File: src/rtl/signal_demod_pkg.sv
// Shared types and helpers for the signal_demodulation receive chain.
// Contents: alignment FSM state enum, datapath width constants and the
// 16-bit saturation helper used on the despread/rescaled sample.
package signal_demod_pkg;

  localparam int DOUT_W = 16;
  localparam int RX_W   = 32;
  localparam int PRN_W  = 16;
  localparam int RES_W  = RX_W + 1;  // rx - zext(prn) needs one extra bit

  typedef enum logic [1:0] {
    SEARCH = 2'd0,
    VERIFY = 2'd1,
    LOCKED = 2'd2
  } demod_state_e;

  // Clamp a 33-bit signed value into the signed 16-bit output range.
  function automatic logic signed [DOUT_W-1:0] sat16(input logic signed [RES_W-1:0] x);
    logic signed [DOUT_W-1:0] r;
    if (x > 33'sd32767) begin
      r = 16'sh7FFF;
    end else if (x < -33'sd32768) begin
      r = 16'sh8000;
    end else begin
      r = x[DOUT_W-1:0];
    end
    return r;
  endfunction

endpackage

File: src/rtl/signal_demodulation_prn_delay_line.sv
// prn_delay_line: ring buffer holding the last DEPTH local PRN samples so the
// replica can be delayed to line up with the received stream.
// Ports:
//   clk, rst_n  clock / asynchronous active-low reset (clears buffer and pointer)
//   wr_en       write wr_data at the write pointer and advance it
//   wr_data     local PRN sample
//   delay       requested delay in samples (0..DEPTH-1)
//   rd_data     delayed PRN; delay 0 bypasses the buffer and returns wr_data
module prn_delay_line #(
  parameter int DEPTH = 16,
  parameter int PRN_W = 16,
  parameter int AW    = $clog2(DEPTH)
) (
  input  logic             clk,
  input  logic             rst_n,
  input  logic             wr_en,
  input  logic [PRN_W-1:0] wr_data,
  input  logic [AW-1:0]    delay,
  output logic [PRN_W-1:0] rd_data
);

  logic [PRN_W-1:0] prn_mem [DEPTH];
  logic [AW-1:0]    wr_ptr_reg;
  logic [AW-1:0]    rd_addr;

  always_ff @(posedge clk or negedge rst_n) begin
    if (!rst_n) begin
      wr_ptr_reg <= '0;
    end else if (wr_en) begin
      wr_ptr_reg <= wr_ptr_reg + 1'b1;  // DEPTH is a power of two, wraps naturally
    end
  end

  // One register per entry so reset can clear the whole line.
  for (genvar gi = 0; gi < DEPTH; gi++) begin : g_entry
    always_ff @(posedge clk or negedge rst_n) begin
      if (!rst_n) begin
        prn_mem[gi] <= '0;
      end else if (wr_en && (wr_ptr_reg == AW'(gi))) begin
        prn_mem[gi] <= wr_data;
      end
    end
  end

  // Entry written 'delay' samples ago; modulo DEPTH by pointer width.
  assign rd_addr = wr_ptr_reg - delay;
  assign rd_data = (delay == '0) ? wr_data : prn_mem[rd_addr];

endmodule

File: src/rtl/signal_demodulation.sv
// signal_demodulation: strips the chaotic-PRN mask from the received stream
// (rx = DDS*2^k_shift + PRN) and recovers the 16-bit DDS sample.
// A SEARCH/VERIFY/LOCKED FSM steps the local PRN delay until the residue's
// low k_shift bits vanish consistently.
// Ports:
//   clk, rst_n    clock / asynchronous active-low reset
//   in_valid      rx_data and prn_in valid this cycle
//   rx_data       received sample (signed 32)
//   prn_in        local PRN replica sample (unsigned 16)
//   k_shift       log2 of the scaling factor, static while operating
//   dout          recovered DDS sample (signed 16), held between strobes
//   dout_valid    one-cycle strobe for dout
//   locked        FSM is LOCKED
//   align_delay   PRN delay currently applied
// Optional build macro DEMOD_STATS_EN adds lock_loss_cnt and miss_total
// (saturating counters, cleared only by reset).
module signal_demodulation
  import signal_demod_pkg::*;
#(
  parameter int DEPTH      = 16,
  parameter int LOCK_CNT   = 8,
  parameter int UNLOCK_CNT = 4
) (
  input  logic                      clk,
  input  logic                      rst_n,
  input  logic                      in_valid,
  input  logic signed [RX_W-1:0]    rx_data,
  input  logic [PRN_W-1:0]          prn_in,
  input  logic [4:0]                k_shift,
  output logic signed [DOUT_W-1:0]  dout,
  output logic                      dout_valid,
  output logic                      locked,
  output logic [$clog2(DEPTH)-1:0]  align_delay
`ifdef DEMOD_STATS_EN
  ,
  output logic [15:0]               lock_loss_cnt,
  output logic [15:0]               miss_total
`endif
);

  localparam int AW     = $clog2(DEPTH);
  localparam int HIT_W  = $clog2(LOCK_CNT + 1);
  localparam int MISS_W = $clog2(UNLOCK_CNT + 1);
  localparam logic [HIT_W-1:0]  LOCK_CNT_V   = HIT_W'(LOCK_CNT);
  localparam logic [MISS_W-1:0] UNLOCK_CNT_V = MISS_W'(UNLOCK_CNT);

  // ---------------- datapath ----------------
  logic [PRN_W-1:0]         prn_aligned;
  logic [AW-1:0]            delay_reg, delay_next;

  logic                     v_s1_reg, v_s2_reg;
  logic signed [RX_W-1:0]   rx_s1_reg;
  logic [PRN_W-1:0]         prn_s1_reg;
  logic signed [RES_W-1:0]  res_s2_reg;

  logic [RES_W-1:0]         res_mask;
  logic                     match_s3;
  logic signed [DOUT_W-1:0] q_s3;

  prn_delay_line #(
    .DEPTH (DEPTH),
    .PRN_W (PRN_W),
    .AW    (AW)
  ) u_delay (
    .clk     (clk),
    .rst_n   (rst_n),
    .wr_en   (in_valid),
    .wr_data (prn_in),
    .delay   (delay_reg),
    .rd_data (prn_aligned)
  );

  // S1: capture rx and aligned PRN. S2: residue. Stages load only on valid.
  always_ff @(posedge clk or negedge rst_n) begin
    if (!rst_n) begin
      v_s1_reg   <= 1'b0;
      v_s2_reg   <= 1'b0;
      rx_s1_reg  <= '0;
      prn_s1_reg <= '0;
      res_s2_reg <= '0;
    end else begin
      v_s1_reg <= in_valid;
      v_s2_reg <= v_s1_reg;
      if (in_valid) begin
        rx_s1_reg  <= rx_data;
        prn_s1_reg <= prn_aligned;
      end
      if (v_s1_reg) begin
        res_s2_reg <= {rx_s1_reg[RX_W-1], rx_s1_reg} - {{(RES_W-PRN_W){1'b0}}, prn_s1_reg};
      end
    end
  end

  // S3 (combinational, registered into the outputs/FSM): the DDS term leaves
  // the low k_shift bits zero only when the PRN is correctly aligned.
  assign res_mask = (RES_W'(1) << k_shift) - RES_W'(1);
  assign match_s3 = ((res_s2_reg & res_mask) == '0);
  assign q_s3     = sat16(res_s2_reg >>> k_shift);

  // ---------------- alignment FSM ----------------
  demod_state_e        state_reg, state_next;
  logic [HIT_W-1:0]    hit_reg, hit_next;
  logic [MISS_W-1:0]   miss_reg, miss_next;
  logic [1:0]          blank_reg, blank_next;
  logic                eval_s3;
  logic                emit;
  logic                lost;
  logic                missed;
  logic signed [DOUT_W-1:0] dout_reg;
  logic                dout_valid_reg;

  // Results computed with a stale delay are swallowed via blank_reg.
  assign eval_s3 = v_s2_reg && (blank_reg == 2'd0);

  always_ff @(posedge clk or negedge rst_n) begin
    if (!rst_n) begin
      state_reg <= SEARCH;
      hit_reg   <= '0;
      miss_reg  <= '0;
      blank_reg <= '0;
      delay_reg <= '0;
    end else begin
      state_reg <= state_next;
      hit_reg   <= hit_next;
      miss_reg  <= miss_next;
      blank_reg <= blank_next;
      delay_reg <= delay_next;
    end
  end

  always_comb begin
    state_next = state_reg;
    hit_next   = hit_reg;
    miss_next  = miss_reg;
    blank_next = blank_reg;
    delay_next = delay_reg;
    if (v_s2_reg && (blank_reg != 2'd0)) begin
      blank_next = blank_reg - 2'd1;
    end else if (eval_s3) begin
      case (state_reg)
        SEARCH: begin
          if (match_s3) begin
            state_next = VERIFY;
            hit_next   = HIT_W'(1);
          end else begin
            delay_next = delay_reg + 1'b1;
            blank_next = 2'd2;
          end
        end
        VERIFY: begin
          if (match_s3) begin
            if (hit_reg + 1'b1 == LOCK_CNT_V) begin
              state_next = LOCKED;
              hit_next   = '0;
              miss_next  = '0;
            end else begin
              hit_next = hit_reg + 1'b1;
            end
          end else begin
            state_next = SEARCH;
            hit_next   = '0;
            delay_next = delay_reg + 1'b1;
            blank_next = 2'd2;
          end
        end
        LOCKED: begin
          if (match_s3) begin
            miss_next = '0;
          end else if (miss_reg + 1'b1 == UNLOCK_CNT_V) begin
            // Loss of lock keeps the delay: re-search starts from where we were.
            state_next = SEARCH;
            miss_next  = '0;
          end else begin
            miss_next = miss_reg + 1'b1;
          end
        end
        default: state_next = SEARCH;
      endcase
    end
  end

  always_comb begin
    emit   = eval_s3 && (state_reg == LOCKED);
    lost   = emit && (state_next == SEARCH);
    missed = eval_s3 && !match_s3;
  end

  always_ff @(posedge clk or negedge rst_n) begin
    if (!rst_n) begin
      dout_reg       <= '0;
      dout_valid_reg <= 1'b0;
    end else begin
      dout_valid_reg <= emit;
      if (emit) begin
        dout_reg <= q_s3;
      end
    end
  end

  assign dout        = dout_reg;
  assign dout_valid  = dout_valid_reg;
  assign locked      = (state_reg == LOCKED);
  assign align_delay = delay_reg;

`ifdef DEMOD_STATS_EN
  logic [15:0] lock_loss_cnt_reg;
  logic [15:0] miss_total_reg;

  always_ff @(posedge clk or negedge rst_n) begin
    if (!rst_n) begin
      lock_loss_cnt_reg <= '0;
      miss_total_reg    <= '0;
    end else begin
      if (lost && (lock_loss_cnt_reg != 16'hFFFF)) begin
        lock_loss_cnt_reg <= lock_loss_cnt_reg + 16'd1;
      end
      if (missed && (miss_total_reg != 16'hFFFF)) begin
        miss_total_reg <= miss_total_reg + 16'd1;
      end
    end
  end

  assign lock_loss_cnt = lock_loss_cnt_reg;
  assign miss_total    = miss_total_reg;
`endif

endmodule

File: config.mk
export PLATFORM = sky130hd
export DESIGN_NAME = signal_demodulation
export DESIGN_NICKNAME = d
export VERILOG_FILES = /design/src/rtl/signal_demod_pkg.sv /design/src/rtl/signal_demodulation_prn_delay_line.sv /design/src/rtl/signal_demodulation.sv
export SDC_FILE = /design/constraint.sdc
export NUM_CORES = 1
export LEC_CHECK = 0
export CORE_UTILIZATION = 55
export DETAILED_ROUTE_END_ITERATION = 8
export PLACE_DENSITY = 0.82
export SYNTH_ARGS = -nofsm -noshare
export SYNTH_HDL_FRONTEND = slang
export SYNTH_SLANG_ARGS = --single-unit
File: constraint.sdc
create_clock -name clk -period 5.1 [get_ports clk]
set_input_delay 1.02 -clock clk [delete_from_list [all_inputs] [get_ports clk]]
set_output_delay 1.02 -clock clk [all_outputs]
set_load 0.005 [all_outputs]
==> impl_metrics.json <==
{
  "run_status": "finished clean",
  "required_ns": 5.54,
  "p_total_mw": 15.5,
  "boundaryPins": 78,
  "worst-path-buf-inv": 3,
  "fin_setup_tns_ns": 0,
  "synth-seq-area-share_pct": 45.6,
  "overflow": 0,
  "arrival_ns": 4.53,
  "slew_violations": 0,
  "dr.pass1.iters": 5,
  "worst_clock_skew_ns": 0.0136,
  "grtUsageTotal_pct": 27.8,
  "clk_latency_ns": 0.57,
  "critPathMaxFanout": 9,
  "yosys.area_share.simple_pct": 7.82,
  "n_antenna_cell": 0,
  "place_congestion": 0.926,
  "post-cts-setup-buffer-count": 0,
  "ys_async_sr_fraction_pct": 100,
  "yosys.area.top_type": "dfrtp_1",
  "relSlewSlack_pct": 18.4,
  "synth_cell_types": 82,
  "row_count": 70,
  "grt_antenna_before_repair": 0,
  "fmax_mhz": 244,
  "max_stage_delay_ns": 0.61,
  "synth_top_family_by_area": "multiplexers",
  "vias_per_cell": 6.42,
  "area_growth_pct": 12.1,
  "wl_per_cell_um": 23.1,
  "critical_path.cell_chain": "clkdlybuf4s50_1 > nor4_1 > nand2_1 > ha_1 > or2_2 > or4_2 > o2111ai_1 > or4_4 > nor4_4 > buf_4 > a211oi_1 > buf_4 > nand4_1 > xnor2_1",
  "rsz0062_at_grt": "false",
  "setup_slack_ns": 1.01,
  "antenna_left": 0,
  "drt_wl_total_mm": 52.0,
  "synthTopCellsByArea": "dfrtp_1 46%, mux2_2 17%, mux4_2 8.2%",
  "die_x_um": 195,
  "synth_xor_xnor_area_share_pct": 1.49,
  "met1Wirelength_mm": 20.7,
  "place_ws_ns": 0.480,
  "switching_share_pct": 37.1,
  "synth_edf_count": 0,
  "period_share_pct": 80.2,
  "hp-class": "primary input to asynchronous set/reset pin",
  "yosys_warnings": 0,
  "setup_viol": 0,
  "root_buffer": "clkbuf_16",
  "ir_drop_v": 0.000732,
  "route.met3.wl_mm": 2.60,
  "htree_levels": 2,
  "ys.flop_type": "dfrtp_1",
  "synthAdderAreaFrac_pct": 2.32,
  "synth_compound_area_share_pct": 9.47,
  "drive_gt1_share_pct": 29.7,
  "wl_met2_mm": 26.8,
  "crit_path_top_delay_cell": "or4_2",
  "clockBufferDepth": 3,
  "r2r_cells": 9,
  "dieArea_um2": 38200,
  "synth_area_per_cell_um2": 11.9,
  "combPwrFrac_pct": 48.8,
  "synth_area_um2": 20600,
  "cp.depth": 14,
  "io_buffers": 77,
  "drc_errors": 0,
  "yosysMostFrequentCell": "dfrtp_1",
  "grt_pass1_vias": 14700,
  "syn_nets": 1819,
  "cts_tree": "yes",
  "ctsHoldBuffers": 0,
  "p_leak_nw": 9.73,
  "synth_common_cells": "375 x dfrtp_1, 316 x mux2_2, 103 x a21oi_1, 100 x nor2_1, 92 x clkbuf_1",
  "clock-sinks": 375,
  "internal-power_mw": 9.77,
  "cp-start-kind": "primary input",
  "initialDrtViolationCount": 1015,
  "start_util_pct": 56.0,
  "critical_path_class": "primary input to flop",
  "worst_pin_slew_ns": 1.22,
  "synth_top_area_share_pct": 45.6,
  "endpoint_kind": "flop",
  "grt_pass1_wl_mm": 82.6,
  "core_um2": 36700,
  "cts-resized-gates": 0,
  "seqPwrFrac_pct": 32.3,
  "vias": 14500,
  "final_nets": 1848,
  "crit_family": "simple AND/OR/NAND/NOR gates",
  "timing.final.hold_violations": 0,
  "maxCapViolCount": 0,
  "final.min_clock_period_ns": 4.09,
  "cts_buffers": 40,
  "grt_max_degree": 100,
  "power_frac_clock_pct": 18.9,
  "die_h_um": 195,
  "netlist_instances": 1726,
  "clk_pin_slew_ns": 0.06,
  "largest_reg_flops": 256,
  "p_sw_mw": 5.76,
  "path_common_cell": "buf_4",
  "powerDensity_nw_per_um2": 674,
  "dp_hpwl_mm": 33.9,
  "synth_mux_area_share_pct": 29.6,
  "dr.max_layer_used": "met4",
  "synth_seq_cells": 375
}
[metrics by stage]
step	instance area [µm²]	util (%)	cells	hold slack, ns
floorplan	20600	-	1726	0.352
global placement	21700	59.1	2180	0.481
detailed placement	21700	59.1	2180	0.487
CTS	23000	62.8	2253	0.500
global route	23000	62.8	2254	0.515
finish	23000	62.8	2254	0.454
[power groups by stage]
stage	Combinational (mW)	Clock, mW	Sequential [mW]
2_1_floorplan	5.71	0	4.67
3_3_place_gp	7.24	0	4.90
3_5_place_dp	7.50	0	5.00
4_1_cts	7.60	2.98	4.98
5_1_grt	8.13	3.09	5.13
6_report	7.58	2.94	5.01
[routing by layer]
layer	vias to the layer above	GRT usage, %
met4	0	11.5
met5	-	0
li1	6440	-
met3	146	3.30
met2	542	48.5
met1	7337	35.3
[layout by cell type (no fill, tap or decap), drive strengths merged, types with 7 or more instances in the layout]
cell type and count:
o211ai 8, buf 47, nor3 19, nor2 100, or3 9, dfrtp 375
a211oi 45, nand3 20, xnor2 21, xor2 14, ha 35, mux4 83
inv 43, nor4 12, a31oi 8, nand2 91, mux2i 61, clkinv 11
clkdlybuf4s50 72, nand4 9, a21oi 103, o21a 7, nor2b 23, mux2 317
clkbuf 59, o21ai 84
[final cells by class]
| type | count | area [µm²] |
|---|---|---|
| Fill cell | 2696 | 13700 |
| Multi-Input combinational cell | 1175 | 10500 |
| Sequential cell | 375 | 9380 |
| Clock buffer | 58 | 1150 |
| Timing Repair Buffer | 120 | 1110 |
| Tap cell | 468 | 586 |
| Clock inverter | 15 | 190 |
| Inverter | 43 | 161 |
[path summary, 6_finish.rpt]
check / startpoint / to / slack, ns
min in group clk: u_delay.prn_mem[36] / u_delay.prn_mem[36] / 0.50
hold / removal: rst_n / res_s2_reg[24] / 0.45
max in group asynchronous: rst_n / u_delay.prn_mem[134] / 3.57
hold reg to reg: u_delay.prn_mem[36] / u_delay.prn_mem[36] / 0.50
setup / recovery: k_shift[4] / align_delay[3] / 1.01
setup reg to reg: u_delay.wr_ptr_reg[0] / prn_s1_reg[14] / 1.53
[cells by family after synthesis]
logic type,after synthesis
mux,461
flops,375
simple gates,328
compound gates,314
buf+inv,176
fa+ha+maj,37
xor+xnor,35
(Power assumes the default switching activity.)
